===== src/rtl/trap_seq.sv =====
// Trap sequencer: arbitrates exceptions, interrupts and mret, then walks the pipeline
// through drain, CSR commit and PC redirect. Optional drain timeout: KRV_TRAP_DRAIN_TIMEOUT_EN.
module trap_seq #(
    parameter int DRAIN_TIMEOUT = 15
) (
    input  logic        cpu_clk,
    input  logic        cpu_rstn,
    input  logic        exc_req,
    input  logic [3:0]  exc_code,
    input  logic [2:0]  int_pend,
    input  logic [2:0]  mie_en,
    input  logic        mstatus_mie,
    input  logic        mret,
    input  logic        pipe_idle,
    output logic        stall,
    output logic        flush,
    output logic        trap_commit,
    output logic        mie_clr,
    output logic        mie_restore,
    output logic [31:0] cause,
    output logic        redirect,
    output logic        redirect_sel,
    output logic        busy,
    output logic        drain_to
);
    typedef enum logic [2:0] {IDLE, DRAIN, COMMIT, REDIRECT, RET} state_t;

    state_t      state_reg, state_next;
    logic [31:0] cause_reg, cause_next;
    logic [2:0]  int_ready;
    logic        int_ok;
    logic        accept;
    logic        drain_force;
    logic        flush_reg, trap_commit_reg, mie_clr_reg, mie_restore_reg;
    logic        redirect_reg, redirect_sel_reg, busy_reg;

    assign int_ready = int_pend & mie_en;
    assign int_ok    = mstatus_mie & (|int_ready);

`ifdef KRV_TRAP_DRAIN_TIMEOUT_EN
    localparam logic [7:0] DRAIN_LAST = 8'(DRAIN_TIMEOUT - 1);

    logic [7:0] drain_cnt_reg;
    logic       drain_to_reg;

    // Force the commit on the DRAIN cycle that brings the count up to DRAIN_TIMEOUT.
    assign drain_force = !pipe_idle && (drain_cnt_reg == DRAIN_LAST);

    always_ff @(posedge cpu_clk or negedge cpu_rstn) begin
        if (!cpu_rstn) begin
            drain_cnt_reg <= 8'd0;
            drain_to_reg  <= 1'b0;
        end else if (state_reg == DRAIN) begin
            if (state_next != DRAIN)
                drain_cnt_reg <= 8'd0;
            else
                drain_cnt_reg <= drain_cnt_reg + 8'd1;
            if (drain_force)
                drain_to_reg <= 1'b1;
        end
    end

    assign drain_to = drain_to_reg;
`else
    logic unused_drain_timeout;
    assign unused_drain_timeout = ^8'(DRAIN_TIMEOUT);
    assign drain_force = 1'b0;
    assign drain_to    = 1'b0;
`endif

    always_comb begin
        state_next = state_reg;
        cause_next = cause_reg;
        accept     = 1'b0;
        case (state_reg)
            IDLE: begin
                // Gated by reset so stall reads 0 while reset is held.
                if (cpu_rstn) begin
                    if (exc_req) begin
                        accept     = 1'b1;
                        cause_next = {28'h0, exc_code};
                        state_next = DRAIN;
                    end else if (mret) begin
                        accept     = 1'b1;
                        state_next = RET;
                    end else if (int_ok) begin
                        accept     = 1'b1;
                        state_next = DRAIN;
                        if (int_ready[2])
                            cause_next = 32'h8000_000B;
                        else if (int_ready[0])
                            cause_next = 32'h8000_0003;
                        else
                            cause_next = 32'h8000_0007;
                    end
                end
            end
            DRAIN:    if (pipe_idle || drain_force) state_next = COMMIT;
            COMMIT:   state_next = REDIRECT;
            REDIRECT: state_next = IDLE;
            RET:      state_next = IDLE;
            default:  state_next = IDLE;
        endcase
    end

    // Strobes are registered from the next state so each lines up with its state.
    always_ff @(posedge cpu_clk or negedge cpu_rstn) begin
        if (!cpu_rstn) begin
            state_reg        <= IDLE;
            cause_reg        <= 32'h0;
            flush_reg        <= 1'b0;
            trap_commit_reg  <= 1'b0;
            mie_clr_reg      <= 1'b0;
            mie_restore_reg  <= 1'b0;
            redirect_reg     <= 1'b0;
            redirect_sel_reg <= 1'b0;
            busy_reg         <= 1'b0;
        end else begin
            state_reg        <= state_next;
            cause_reg        <= cause_next;
            flush_reg        <= (state_next == DRAIN) || (state_next == RET);
            trap_commit_reg  <= (state_next == COMMIT);
            mie_clr_reg      <= (state_next == COMMIT);
            mie_restore_reg  <= (state_next == RET);
            redirect_reg     <= (state_next == REDIRECT) || (state_next == RET);
            redirect_sel_reg <= (state_next == RET);
            busy_reg         <= (state_next != IDLE);
        end
    end

    assign stall        = (state_reg != IDLE) || accept;
    assign flush        = flush_reg;
    assign trap_commit  = trap_commit_reg;
    assign mie_clr      = mie_clr_reg;
    assign mie_restore  = mie_restore_reg;
    assign redirect     = redirect_reg;
    assign redirect_sel = redirect_sel_reg;
    assign busy         = busy_reg;
    assign cause        = cause_reg;

endmodule


===== config.mk =====
export PLATFORM = sky130hd
export DESIGN_NAME = trap_seq
export DESIGN_NICKNAME = d
export VERILOG_FILES = /design/src/rtl/trap_seq.sv
export SDC_FILE = /design/constraint.sdc
export NUM_CORES = 1
export LEC_CHECK = 0
export ABC_AREA = 1
export CAP_MARGIN = 10
export CORE_MARGIN = 1
export CORE_UTILIZATION = 37
export CTS_CLUSTER_DIAMETER = 80
export DETAILED_ROUTE_END_ITERATION = 7
export PLACE_DENSITY = 0.86
export SLEW_MARGIN = 20
export SYNTH_ARGS = -nofsm -noshare
export SYNTH_HDL_FRONTEND = slang
export SYNTH_SLANG_ARGS = --single-unit

===== constraint.sdc =====
create_clock -name cpu_clk -period 3.2 [get_ports cpu_clk]
set_clock_uncertainty 0.1 [all_clocks]
set_input_delay 0.32 -clock cpu_clk [delete_from_list [all_inputs] [get_ports cpu_clk]]
set_output_delay 0.32 -clock cpu_clk [all_outputs]
set_load 0.1 [all_outputs]

==> run metrics <==
cell count after synthesis=99; worst-case clock buffer depth=2; I/O Pins=57; setup_tns=0 ns; CP arrival=1.79 ns; Post-DP HPWL=1.13 mm; # fillers=214; Yosys cell types=19; final hold viol count=0; Max Clock Freq=453 MHz; Syn. warnings=0; Area contributors post-synth=dfrtp_1 39%, buf_4 27%, nand2_1 7.7%; max-slew violation count=0; WL per Instance=8.95 um; top-area cell type share of the netlist area=39.3%; status=finished, final reports clean; DRC viols=0; largest net degree at the start of global routing=15; port buffer count=28; commonest cells after routing, fill and taps aside=28 x conb_1, 27 x clkdlybuf4s50_1, 17 x nand2_1; first-pass GRT wire length=2.30 mm; via count=620; most common cell after layout, fill and taps aside=conb_1; register area share after synthesis=39.3%; Slowest cell on crit path=clkdlybuf4s50_1; Vias/cell=4.00; max reg flops=5; kind of critical path=flop to primary output; Tightest Hold Check Type=primary input to asynchronous set/reset pin; Root Buffer=clkbuf_4; Syn Area/Cell=8.37 um2; worst-margin pin slew=0.978 ns; layout cell share with drive strength beyond 1=10.9%; CTS Buf Count=3; Max-cap violations=0; Final ANT Viol Nets=0; Critical Path RT=2.78 ns; die area=2430 um2; area grow syn2layout=26.9%; Antenna diodes=0; Crit. End Element=primary output; Core Footprint=2040 um2; # nets final=145; unrepaired setup endpoints after global routing=false; CP Launch Type=flop; CP Max Fanout=2; routability cong.=0.785; setup bufs post-CTS=0; Post-Syn Area=828 um2; vias in the first global route=582; Post-Route WL=1.39 mm; CP Buf/Inv Count=1; Tcrit/Tclk final=68.9%; GR Overflow Total=0; clock-pin slew on the worst setup and hold paths=0.08 ns; CTS tree=done; Slew headroom=34.6%; die span in x=49.3 um; htree depth=1; site row count=16; Yosys top cell by area=dfrtp_1; highest cell delay on the worst timing path=1.14 ns; post-route minimum period=2.21 ns; Worst path top cell family by delay=buffers and inverters; cts hold-fix bufs=0; CP Cell Sequence=clkdlybuf4s50_1; initial core utilization=40.6%; clock sinks=13; DR pass1 iterations=4; Yosys reg bits=13; DR iter-0 viols=9; clk_lat worst skew=0.27 ns; die height=49.3 um; GRT Util Overall=12.5%; Setup Viol. Count Final=0; initial antenna violation count=0; post-CTS resize count=0
kinds of logic (layout without fill, tap and decap cells):
group	after synthesis	count (layout)	synth area share [%]
DFF	13	13	39.3
and+or+nand+nor	32	32	18.0
AOI/OAI and AO/OA	9	9	7.85
other	1	28	0.453
buffers and inverters	44	46	34.4
per-stage QoR:
stage          hold slack (ns)  area (um2)  setup WS, ns  util [%]  cells
2_1_floorplan          -0.0756         930         0.941         -    126
3_3_place_gp             0.376        1020          1.15      50.2    151
3_5_place_dp             0.378        1020          1.13      50.2    151
4_1_cts                  0.255        1050         0.993      51.5    155
5_1_grt                  0.269        1050         0.969      51.5    155
6_report                 0.248        1050         0.994      51.5    155
cells in the mapped netlist, drive strengths merged:
master  count
nand2      17
dfrtp      13
nand4       2
nor2        7
o21ai       7
inv        13
nand3       5
buf        31
conb        1
nor3        1
o21a        1
o211ai      1
final cells by class:
class                   instances  area [um2]  area share (%)
clock buffers                   4        26.3            2.50
inverters                      13        48.8            4.64
multi-input cells              69         319            30.4
flip-flops and latches         13         325            31.0
well taps                      27        33.8            3.21
repair buffers                 29         298            28.3
final timing paths:
kind / start / end / slack [ns] / cells after the start
setup reg to reg: state_reg[1] / flush / 1.81 / 7
min in group cpu_clk: cause[0] / cause[0] / 0.40 / 2
hold reg to reg: cause[0] / cause[0] / 0.40 / 2
max in group asynchronous: cpu_rstn / redirect_sel / 2.59 / 2
hold / removal: cpu_rstn / mie_clr / 0.25 / 2
setup / recovery: cause[2] / cause[2] / 0.99 / 1
per-layer routing:
metal / wire length (um) / vias up / global-route usage (%) / part of all wire [%]
met5: 0 / - / 0 / 0
met4: 19 / 0 / 5.88 / 1.4
met3: 128 / 2 / 4.36 / 9.2
met2: 755 / 42 / 24.0 / 54
met1: 483 / 270 / 11.6 / 35
li1: - / 306 / - / -
Power is left out: the tool's default activity adds up to more than one toggle a clock period on the data nets, which glitch-free logic cannot reach.
